### config.mk
export PLATFORM = sky130hd
export DESIGN_NAME = pipeline_stall_controller
export DESIGN_NICKNAME = d
export VERILOG_FILES = /design/src/rtl/pipeline_stall_controller.sv
export SDC_FILE = /design/constraint.sdc
export NUM_CORES = 1
export LEC_CHECK = 0
export CAP_MARGIN = 20
export CELL_PAD_IN_SITES_DETAIL_PLACEMENT = 0
export CELL_PAD_IN_SITES_GLOBAL_PLACEMENT = 1
export CORE_MARGIN = 5
export CORE_UTILIZATION = 39
export CTS_BUF_LIST = sky130_fd_sc_hd__clkbuf_16
export CTS_CLUSTER_SIZE = 14
export DETAILED_ROUTE_END_ITERATION = 16
export GPL_TIMING_DRIVEN = 0
export HOLD_SLACK_MARGIN = 0.05
export PLACE_DENSITY_LB_ADDON = 0.05
export SLEW_MARGIN = 15
export SYNTH_ARGS = -nofsm -noshare
export SYNTH_HDL_FRONTEND = slang
export SYNTH_SLANG_ARGS = --single-unit
### constraint.sdc
create_clock -name clk -period 2.7 [get_ports clk]
set_clock_uncertainty 0.1 [all_clocks]
set_input_delay 0.54 -clock clk [delete_from_list [all_inputs] [get_ports clk]]
set_output_delay 0.54 -clock clk [all_outputs]
set_load 0.005 [all_outputs]
### src/rtl/pipeline_stall_controller.sv
// -----------------------------------------------------------------------------
// pipeline_stall_controller
//
// Central sequencer for the 5-stage pipeline's stage-register enables and
// flushes. Four hold/flush sources are merged into one consistent per-stage
// control set by fixed priority: data-memory wait, taken branch, MDU start,
// load-use hazard. Control outputs are Mealy (state + current inputs), so
// they act in the same cycle the event is signalled.
//
// Parameters:
//   BRANCH_PENALTY  total cycles IF/ID is flushed after a taken branch (1..7)
//   MDU_TIMEOUT     max cycles spent in MDU_WAIT before forced exit (2..1023)
//   CNT_W           width of the stall-cycle performance counter
//
// Ports:
//   clk, rst_n                       clock, asynchronous active-low reset
//   load_use_hazard                  ID instruction depends on a load in EXE
//   branch_taken                     EXE resolved a taken branch this cycle
//   mdu_start / mdu_done             MDU op entering EXE / MDU result valid
//   dmem_wait                        data memory not ready, MEM must hold
//   stat_clr                         synchronous clear of stall_cycles
//   pc_write_en, *_write_en          stage register load enables
//   if_id_flush, id_exe_flush,
//   exe_mem_flush                    stage register loads NOP/bubble
//   mdu_timeout                      one-cycle registered pulse on MDU timeout
//   stall_cycles                     saturating count of cycles with PC held
// -----------------------------------------------------------------------------
module pipeline_stall_controller #(
  parameter int BRANCH_PENALTY = 2,
  parameter int MDU_TIMEOUT    = 64,
  parameter int CNT_W          = 16
) (
  input  logic             clk,
  input  logic             rst_n,
  input  logic             load_use_hazard,
  input  logic             branch_taken,
  input  logic             mdu_start,
  input  logic             mdu_done,
  input  logic             dmem_wait,
  input  logic             stat_clr,
  output logic             pc_write_en,
  output logic             if_id_write_en,
  output logic             if_id_flush,
  output logic             id_exe_write_en,
  output logic             id_exe_flush,
  output logic             exe_mem_write_en,
  output logic             exe_mem_flush,
  output logic             mem_wb_write_en,
  output logic             mdu_timeout,
  output logic [CNT_W-1:0] stall_cycles
);

  localparam int                WAIT_W     = $clog2(MDU_TIMEOUT);
  localparam logic [2:0]        FLUSH_INIT = 3'(BRANCH_PENALTY - 1);
  localparam logic [WAIT_W-1:0] WAIT_LAST  = WAIT_W'(MDU_TIMEOUT - 1);
  localparam logic [CNT_W-1:0]  CNT_MAX    = '1;

  typedef enum logic [1:0] {
    RUN      = 2'd0,
    FLUSH    = 2'd1,
    MDU_WAIT = 2'd2
  } state_t;

  state_t            state_q, state_d;
  logic [2:0]        flush_cnt_q, flush_cnt_d;
  logic [WAIT_W-1:0] wait_cnt_q, wait_cnt_d;
  logic              timeout_fire;

  // Un-gated control set; gated with rst_n below so everything is quiet in reset.
  logic pc_we, if_id_we, if_id_fl, id_exe_we, id_exe_fl;
  logic exe_mem_we, exe_mem_fl, mem_wb_we;

  // NOTE: every signal written here gets a default first; a path that skips an
  // assignment would otherwise infer a latch.
  always_comb begin
    state_d      = state_q;
    flush_cnt_d  = flush_cnt_q;
    wait_cnt_d   = wait_cnt_q;
    timeout_fire = 1'b0;
    pc_we        = 1'b1;
    if_id_we     = 1'b1;
    if_id_fl     = 1'b0;
    id_exe_we    = 1'b1;
    id_exe_fl    = 1'b0;
    exe_mem_we   = 1'b1;
    exe_mem_fl   = 1'b0;
    mem_wb_we    = 1'b1;

    if (dmem_wait) begin
      // Whole pipe freezes; FSM and counters hold, all other events ignored.
      pc_we      = 1'b0;
      if_id_we   = 1'b0;
      id_exe_we  = 1'b0;
      exe_mem_we = 1'b0;
      mem_wb_we  = 1'b0;
    end else begin
      unique case (state_q)
        RUN: begin
          if (branch_taken) begin
            // Squashes the wrong-path IF and ID instructions, including any
            // MDU op or load-use consumer sitting behind the branch.
            if_id_fl  = 1'b1;
            id_exe_fl = 1'b1;
            if (BRANCH_PENALTY > 1) begin
              state_d     = FLUSH;
              flush_cnt_d = FLUSH_INIT;
            end
          end else if (mdu_start) begin
            state_d    = MDU_WAIT;
            wait_cnt_d = '0;
          end else if (load_use_hazard) begin
            pc_we     = 1'b0;
            if_id_we  = 1'b0;
            id_exe_fl = 1'b1;
          end
        end

        FLUSH: begin
          if_id_fl = 1'b1;
          // flush_cnt counts the FLUSH cycles still to run, including this one.
          if (flush_cnt_q <= 3'd1) begin
            state_d     = RUN;
            flush_cnt_d = '0;
          end else begin
            flush_cnt_d = flush_cnt_q - 3'd1;
          end
        end

        MDU_WAIT: begin
          if (mdu_done) begin
            // Result is captured into EXE/MEM this cycle with default enables.
            state_d    = RUN;
            wait_cnt_d = '0;
          end else begin
            pc_we      = 1'b0;
            if_id_we   = 1'b0;
            id_exe_we  = 1'b0;
            exe_mem_fl = 1'b1;
            if (wait_cnt_q == WAIT_LAST) begin
              state_d      = RUN;
              wait_cnt_d   = '0;
              timeout_fire = 1'b1;
            end else begin
              wait_cnt_d = wait_cnt_q + 1'b1;
            end
          end
        end

        default: state_d = RUN;
      endcase
    end
  end

  assign pc_write_en      = rst_n & pc_we;
  assign if_id_write_en   = rst_n & if_id_we;
  assign if_id_flush      = rst_n & if_id_fl;
  assign id_exe_write_en  = rst_n & id_exe_we;
  assign id_exe_flush     = rst_n & id_exe_fl;
  assign exe_mem_write_en = rst_n & exe_mem_we;
  assign exe_mem_flush    = rst_n & exe_mem_fl;
  assign mem_wb_write_en  = rst_n & mem_wb_we;

  // NOTE: sequential state uses non-blocking assignments so every register
  // samples pre-edge values, independent of statement order.
  always_ff @(posedge clk or negedge rst_n) begin
    if (!rst_n) begin
      state_q      <= RUN;
      flush_cnt_q  <= '0;
      wait_cnt_q   <= '0;
      mdu_timeout  <= 1'b0;
      stall_cycles <= '0;
    end else begin
      state_q     <= state_d;
      flush_cnt_q <= flush_cnt_d;
      wait_cnt_q  <= wait_cnt_d;
      mdu_timeout <= timeout_fire;
      if (stat_clr) begin
        stall_cycles <= '0;
      end else if (!pc_write_en && stall_cycles != CNT_MAX) begin
        stall_cycles <= stall_cycles + 1'b1;
      end
    end
  end

endmodule

==> out/results.ini, run 1 <==
[critical_path]
end_kind = primary output
critPathMostFrequentCell = clkdlybuf4s50_1
worst_ep_required_time_ns = 2.06
cp_max_fo = 3
worstSetupPathType = in -> out
arrival_ns = 1.99
cp.buffers_inverters = 3
slowest_delay_ns = 0.49
r2r-start = state_q[0]$_DFFE_PN0P_
worstSetupStartpointType = primary input
crit_family = buffers and inverters
cp-startpoint = load_use_hazard
path_cells = clkdlybuf4s50_1 > nor2b_4 > a211o_4 > inv_8 > clkdlybuf4s50_1
worst_path_max_delay_cell = clkdlybuf4s50_1

[clocking]
insertion_delay_ns = 0.26
cts_hold_buf = 0
cts_buffers = 3
cts_sinks = 28
htree_levels = 1
cts_tree = built
root_buffer = clkbuf_16
clkSlewWorstSetupHoldPaths_ns = 0.07
clk_path_buf_depth = 2

[pwr]
power_density_mw_per_mm2 = 510
p_leak_uw = 0.000980
ir_worst_vdd_mv = 0.340
p_total_uw = 1170

[die]
ios = 33
die_y_microns = 77.7
fp.dieW_microns = 77.7
fp.coreArea_sq_mm = 0.00441
start_util_pct = 40.5
die-area_sq_mm = 0.00603
core.rowCount = 24

[timing]
fmax_mhz = 380
relSlewSlack_pct = 53.4
min_period_over_period_pct = 97.4
final_max_slew_viol_count = 0
min_period_ns = 2.63
layout_setup_ws_ns = 0.0693
worstMarginPinSlew_ns = 0.691
hold_viol = 0
rsz0062_at_grt = false
setup_viol_count_final = 0

[synth]
synth_seq_cells = 28
synth_top_family_by_area = simple AND/OR/NAND/NOR gates
ys.flop_type = dfrtp_1
synthesis.yosys.warnings = 0
yosysTopAreaCellShare_pct = 39.2
synth_area_sq_mm = 0.00179
ys_seq_area_share_pct = 39.2
synth-edff-count = 0
syn_inst = 193
avgSynthCellArea_sq_um = 9.26
synth_cell_types = 51
synth_compound_area_share_pct = 15.3
synth_area_leaders = dfrtp_1 39%, mux2_2 5.0%, nor2_1 3.8%
async_reset_ff_share_pct = 100
yosysTopAreaCell = dfrtp_1
synth-xor-area-share_pct = 0
yosys.area_share.simple_pct = 31.7
synth_nets = 205
synth_adder_area_share_pct = 2.80
synth_mux_area_share_pct = 5.04

[cells_and_area]
final_nets = 244
insertedDiodeCount = 0
area_growth_pct = 28.9
drive_gt1_share_pct = 15.6
fin_area_sq_mm = 0.00230

[routing]
wl_met3_microns = 179
vias_per_cell = 5.81
wire_per_inst_microns = 15.4
drt-met1-wl_microns = 1900
wl_met2_microns = 2230
initialDrtViolationCount = 115
wl_microns = 4350
drc = 0
ant_nets = 0
dr.pass1.iters = 4
num_vias = 1645
highest_layer = met4

[outcome]
outcome = finished clean

[global_route]
grt_start_max_net_pins = 30
antenna_found_initial = 0
grt_usage_pct = 15.1
grt_pass1_wl_microns = 7730
grt-ovfl-total = 0
grt_pass1_vias = 1628

[hold_path]
hp-class = in -> async

[placement]
gp_congestion = 0.799
dpl-instance-area_sq_mm = 0.00217
dp_slack_ns = -0.907
port_buffers = 32
dp_hpwl_microns = 3140

[job]
maxCapViolCount = 0

where the power goes:
group	total [uW]	switching, uW	internal [uW]
clock	344	146	199
sequential	493	36.4	456
combinational	338	175	163
total	1170	357	818
cells in the mapped netlist, types with 4 or more instances:
library cell  count
ha_1              4
nand4_1           4
o21ai_0          11
dfrtp_1          28
nor4_1            7
nor3_1            8
nor2b_1           8
a21oi_1          10
mux2_2            8
inv_1             7
nor2_1           18
or4_1             6
nand2_1          11
nand3_1           6
o31ai_1           7
flip-flops by register name (all words and copies together), names as in the netlist:
| register | count |
|---|---|
| mdu_timeout | 1 |
| wait_cnt_q | 6 |
| state_q | 2 |
| stall_cycles | 16 |
| flush_cnt_q | 3 |
metrics by stage:
step | hold WS (ns) | cells | util [%] | setup TNS (ns)
floorplan | 0.144 | 193 | - | 0
finish | 0.0425 | 283 | 52.2 | 0
CTS | 0.120 | 283 | 51.8 | -0.0290
global placement | 0.393 | 277 | 49.2 | -26.21
detailed placement | 0.420 | 277 | 49.1 | -3.59
global route | 0.0587 | 283 | 52.2 | 0
worst register-to-register path: cells and delay by family (launching register included):
| family | cells | cell delay (ns) |
|---|---|---|
| DFF | 1 | 0.36 |
| buffers and inverters | 3 | 0.38 |
| AOI/OAI and AO/OA | 1 | 0.25 |
| and+or+nand+nor | 2 | 0.74 |
| muxes | 1 | 0.37 |
layer usage:
metal / vias to the layer above / GRT usage, %
met5: - / 0
met4: 0 / 3.26
met3: 6 / 2.20
met2: 49 / 26.5
met1: 793 / 19.6
li1: 797 / -
layout make-up:
cell class / instances / area, sq um
multi-input cells: 146 / 1010
plain buffers: 9 / 65.1
flip-flops and latches: 28 / 701
well taps: 52 / 65.1
repair buffers: 35 / 342
fillers: 411 / 2110
clock buffers: 3 / 75.1
repair inverters: 1 / 6.26
inverters: 8 / 37.5
clock inverters: 1 / 3.75
worst paths after layout:
path	slack (ns)	to	cells after the start
setup / recovery	0.07	if_id_write_en	5
hold reg to reg	0.43	wait_cnt_q[5]$_DFFE_PN0P_	2
hold / removal	0.04	stall_cycles[4]$_DFFE_PN0P_	1
min in group clk	0.43	wait_cnt_q[5]$_DFFE_PN0P_	2
max in group asynchronous	2.23	stall_cycles[10]$_DFFE_PN0P_	1
setup reg to reg	0.40	stall_cycles[10]$_DFFE_PN0P_	7
layout by cell type, fill, tap and decap left out, types with 6 or more instances in the layout:
master,count
inv_1,7
o31ai_1,7
nor3_1,8
nor2b_1,7
dfrtp_1,28
o21ai_0,11
nand2_1,11
mux2_2,8
nor2_1,18
a21oi_1,10
nor4_1,7
or4_1,6
nand3_1,6
clkdlybuf4s50_1,26
buf_4,6
cell families (layout without fill, tap and decap cells):
group,count (synthesis),in the layout
simple gates,92,92
flops,28,28
mux,8,8
buf+inv,19,57
compound gates,42,42
fa+ha+maj,4,4
what timing repair did:
item,CTS,global route
cloned,1,0
gates resized for setup,13,6
endpoints found under the setup margin,8,4
pin swaps,1,1
buffers inserted,3,0
(Power assumes the default switching activity.)
==> run 2: changes to the inputs <==
CORE_UTILIZATION = 47   (was 39)
CTS_CLUSTER_SIZE = 30   (was 14)
DONT_BUFFER_PORTS = 1   (was unset)
==> out/results.ini, run 2 (same netlist as run 1, synthesis figures left out) <==
[outcome]
outcome = finished clean

[pwr]
power_density_mw_per_mm2 = 567
p_leak_uw = 0.000829
ir_worst_vdd_mv = 0.271

[critical_path]
worst_ep_required_time_ns = 2.06
r2r-start = state_q[0]$_DFFE_PN0P_
worstSetupPathType = reg -> out
slowest_delay_ns = 0.36
setup.worst_path.end = pc_write_en
cp-startpoint = state_q[0]$_DFFE_PN0P_
critPathMostFrequentCell = buf_4
cp.depth = 7
reg2reg_to = stall_cycles[6]$_DFFE_PN0P_
worstRegToRegCells = 7
path_cells = buf_4 > nor3_1 > a211o_2 > inv_2 > buf_2 > buf_6 > buf_4
crit_family = buffers and inverters
end_kind = primary output
cp.buffers_inverters = 5
worstSetupStartpointType = flip-flop
cp_max_fo = 11
r2r_slack_ns = 0.39
arrival_ns = 1.92
worst_path_max_delay_cell = dfrtp_1

[routing]
ant_nets = 0
dr.pass1.iters = 4
num_vias = 1513
wire_per_inst_microns = 17.0
drc = 0
initialDrtViolationCount = 99
vias_per_cell = 6.15
wl_microns = 4170

[global_route]
grt-ovfl-total = 0
antenna_found_initial = 0
grt_start_max_net_pins = 29
grt_usage_pct = 16.8
grt_pass1_vias = 1442
grt_pass1_wl_microns = 6830

[clocking]
cts-resized-gates = 0
cts_tree = built
cts_sinks = 28
htree_levels = 1
root_buffer = clkbuf_16
postCtsSetupBuffers = 0
clkSlewWorstSetupHoldPaths_ns = 0.07
cts_buffers = 3
clk_path_buf_depth = 2
insertion_delay_ns = 0.26

[timing]
final_max_slew_viol_count = 0
relSlewSlack_pct = 46.6
hold_viol = 0
min_period_over_period_pct = 94.9
rsz0062_at_grt = false
min_period_ns = 2.56
fmax_mhz = 390
worstMarginPinSlew_ns = 0.792
setup_viol_count_final = 0
setup_tns_ns = 0

[cells_and_area]
fillers = 358
top_register = stall_cycles
multi_input_area_sq_um = 978
drive_gt1_share_pct = 15.7
layout_common_cells = 28 x dfrtp_1, 18 x nor2_1, 11 x nand2_1, 11 x o21ai_0, 10 x a21oi_1
reg_top3 = stall_cycles: 16 flops, wait_cnt_q: 6 flops, flush_cnt_q: 3 flops
area_growth_pct = 9.24
final_common_cell = dfrtp_1
final_nets = 212
largest_reg_flops = 16
layout.area.seq_sq_um = 701
fin_area_sq_mm = 0.00195
insertedDiodeCount = 0

[placement]
gp_congestion = 0.784
port_buffers = 0
dpl-instance-area_sq_mm = 0.00185
dp_hpwl_microns = 2950

[die]
core.rowCount = 22
die_y_microns = 71.7
ios = 33
fp.dieW_microns = 71.7
start_util_pct = 48.8
fp.coreArea_sq_mm = 0.00366
die-area_sq_mm = 0.00513

[job]
maxCapViolCount = 0

[hold_path]
hp-class = in -> reg

run 2: what timing repair did:
action                                  in CTS  in global routing
hold buffers                                 2                  0
endpoints found under the hold margin       28                  0
endpoints found under the setup margin       0                  0
run 2: worst min-delay path by stage:
stage	startpoint	to	slack [ns]	cells after the start
floorplan	rst_n	flush_cnt_q[0]$_DFFE_PN0P_	0.14	0
global placement	rst_n	stall_cycles[3]$_DFFE_PN0P_	0.15	0
detailed placement	rst_n	stall_cycles[2]$_DFFE_PN0P_	0.15	0
CTS	dmem_wait	flush_cnt_q[0]$_DFFE_PN0P_	0.36	2
global route	dmem_wait	flush_cnt_q[0]$_DFFE_PN0P_	0.38	2
finish	dmem_wait	flush_cnt_q[0]$_DFFE_PN0P_	0.36	2
run 2: where the power goes:
group,switching [uW],leakage (uW),internal [uW]
registers,35.6,0.000383,457
logic,156,0.000409,119
clock network,142,0.0000370,197
total,333,0.000829,773
run 2: through the flow:
stage	power [uW]	util, %	hold WS (ns)	setup WS, ns	cells
after floorplan	707	-	0.144	0.512	193
after global placement	753	50.4	0.145	0.315	241
after detailed placement	764	50.4	0.145	0.305	241
after CTS	1120	53.3	0.357	0.118	246
after global routing	1180	53.3	0.377	0.00744	246
final	1110	53.3	0.361	0.137	246
run 2: per-layer routing:
metal | share of wire (%) | GRT usage [%]
met2 | 50 | 29.0
met5 | 0 | 0
met3 | 5.5 | 3.23
met4 | 1.6 | 6.26
met1 | 43 | 20.7
run 2: area by class of cell:
| type | count | area share, % |
|---|---|---|
| multi-input combinational | 146 | 50.1 |
| buffer | 11 | 3.97 |
| tap | 48 | 3.08 |
| timing repair buffer | 2 | 1.54 |
| sequential | 28 | 35.9 |
| clock buffer | 3 | 3.85 |
| inverter | 8 | 1.54 |
run 2: worst reg2reg max path, cell delays in order, from the launching register on:
cell,delay (ns)
dfrtp_1,0.36
buf_4,0.16
nor3_1,0.29
a211o_2,0.26
inv_2,0.09
buf_2,0.19
nor4_1,0.37
mux2_2,0.38
==> run 3: changes to the inputs <==
CORE_UTILIZATION = 39   (was 47)
DONT_BUFFER_PORTS = unset   (was 1)
MAX_ROUTING_LAYER = met4   (was unset)
==> out/results.ini, run 3 (same netlist as run 1, synthesis figures left out) <==
[routing]
drc = 0
ant_nets = 0
num_vias = 1651
dr.pass1.iters = 4
initialDrtViolationCount = 123
wire_per_inst_microns = 15.4
wl_microns = 4350
vias_per_cell = 5.83

[timing]
min_period_over_period_pct = 97.4
min_period_ns = 2.63
setup_viol_count_final = 0
fmax_mhz = 380
rsz0062_at_grt = false
worstMarginPinSlew_ns = 0.696
layout_setup_ws_ns = 0.0705
hold_viol = 0
relSlewSlack_pct = 53.1
final_max_slew_viol_count = 0

[clocking]
insertion_delay_ns = 0.26
clk_path_buf_depth = 2
cts_sinks = 28
cts_buffers = 3
htree_levels = 1
root_buffer = clkbuf_16
clkSlewWorstSetupHoldPaths_ns = 0.07
cts_tree = built
cts_hold_buf = 0

[cells_and_area]
reg_top3 = stall_cycles: 16 flops, wait_cnt_q: 6 flops, flush_cnt_q: 3 flops
final_common_cell = dfrtp_1
utilization_pct = 52.2
stdcell_count = 283
multi_input_area_sq_mm = 0.00101
insertedDiodeCount = 0
area_growth_pct = 28.9
drive_gt1_share_pct = 15.6
largest_reg_flops = 16
layout_common_cells = 28 x dfrtp_1, 26 x clkdlybuf4s50_1, 18 x nor2_1
final_nets = 244
fillers = 411
layout.area.seq_sq_um = 701
top_register = stall_cycles

[critical_path]
slowest_delay_ns = 0.49
worstSetupPathType = in -> out
cp_max_fo = 3
worst_ep_required_time_ns = 2.06
arrival_ns = 1.99
worstSetupStartpointType = primary input
end_kind = primary output
path_cells = clkdlybuf4s50_1 > nor2b_4 > a211o_4 > inv_8 > clkdlybuf4s50_1
worst_path_max_delay_cell = clkdlybuf4s50_1
critPathMostFrequentCell = clkdlybuf4s50_1

[outcome]
outcome = finished clean

[pwr]
power_density_mw_per_mm2 = 510
pwr-share-seq_pct = 41.9
p_switching_uw = 357
p_leak_uw = 0.000980
ir_worst_vdd_mv = 0.341
pwr-share-comb_pct = 28.8
pwr-share-clk_pct = 29.3
intPower_uw = 818
p_sw_share_pct = 30.4
p_total_uw = 1180

[die]
fp.coreArea_sq_mm = 0.00441
die-area_sq_mm = 0.00603
core.rowCount = 24
ios = 33
die_y_microns = 77.7
fp.dieW_microns = 77.7
start_util_pct = 40.5

[placement]
port_buffers = 32
dp_hpwl_microns = 3140
dpl.cell_count = 277
dp_slack_ns = -0.907
gp_congestion = 0.810

[global_route]
grt-ovfl-total = 0
antenna_found_initial = 0
grt_start_max_net_pins = 30
grt_pass1_wl_microns = 7730
grt_pass1_vias = 1628
grt_usage_pct = 15.6

[hold_path]
hp-class = in -> async

[job]
maxCapViolCount = 0

[run 3: worst paths after layout]
path / from / to / slack [ns] / depth (start not counted)
worst max register to register: state_q[0]$_DFFE_PN0P_ / stall_cycles[10]$_DFFE_PN0P_ / 0.40 / 7
worst max-delay path: load_use_hazard / if_id_write_en / 0.07 / 5
worst min register to register: wait_cnt_q[5]$_DFFE_PN0P_ / wait_cnt_q[5]$_DFFE_PN0P_ / 0.43 / 2
worst min-delay path: rst_n / stall_cycles[4]$_DFFE_PN0P_ / 0.04 / 1
min in group clk: wait_cnt_q[5]$_DFFE_PN0P_ / wait_cnt_q[5]$_DFFE_PN0P_ / 0.43 / 2
max in group asynchronous: rst_n / stall_cycles[10]$_DFFE_PN0P_ / 2.23 / 1
[run 3: final cells by class]
class | count | share of cell area [%]
clock inverter | 1 | 0.163
buffer | 9 | 2.83
sequential | 28 | 30.4
clock buffer | 3 | 3.26
inverter | 8 | 1.63
multi-input combinational | 146 | 43.8
timing repair buffer | 35 | 14.8
tap | 52 | 2.83
timing repair inverter | 1 | 0.272
[run 3: per-stage QoR]
| step | area (sq um) | hold WS, ns | setup TNS, ns |
|---|---|---|---|
| 2_1_floorplan | 1790 | 0.144 | 0 |
| 3_3_place_gp | 2170 | 0.393 | -26.21 |
| 3_5_place_dp | 2170 | 0.420 | -3.59 |
| 4_1_cts | 2290 | 0.120 | -0.0290 |
| 5_1_grt | 2300 | 0.0587 | 0 |
| 6_report | 2300 | 0.0426 | 0 |
[run 3: power by group through the flow]
stage	combinational, uW	sequential, uW	clock, uW
6_report	338	493	344
5_1_grt	380	498	371
4_1_cts	339	493	359
3_5_place_dp	320	499	0
3_3_place_gp	310	497	0
2_1_floorplan	215	492	0
[run 3: timing repair]
action / in CTS / in global routing
hold endpoints to repair: 0 / 0
buffers inserted: 3 / 0
setup endpoints to repair: 8 / 4
cloned: 1 / 0
pin swaps: 1 / 1
gates resized for setup: 13 / 6
[run 3: worst max-delay path, delay by kind of cell]
kind | cells | cell delay, ns
buf+inv | 3 | 0.96
compound gates | 1 | 0.36
simple gates | 1 | 0.13
[run 3: per-layer routing]
| layer | track usage [%] | part of all wire, % | vias up | wire length, microns |
|---|---|---|---|---|
| met5 | - | 0 | - | 0 |
| met4 | 3.26 | 1.1 | 0 | 47 |
| met3 | 2.08 | 3.9 | 8 | 171 |
| met1 | 19.6 | 44 | 794 | 1910 |
| met2 | 26.5 | 51 | 51 | 2220 |
| li1 | - | - | 798 | - |
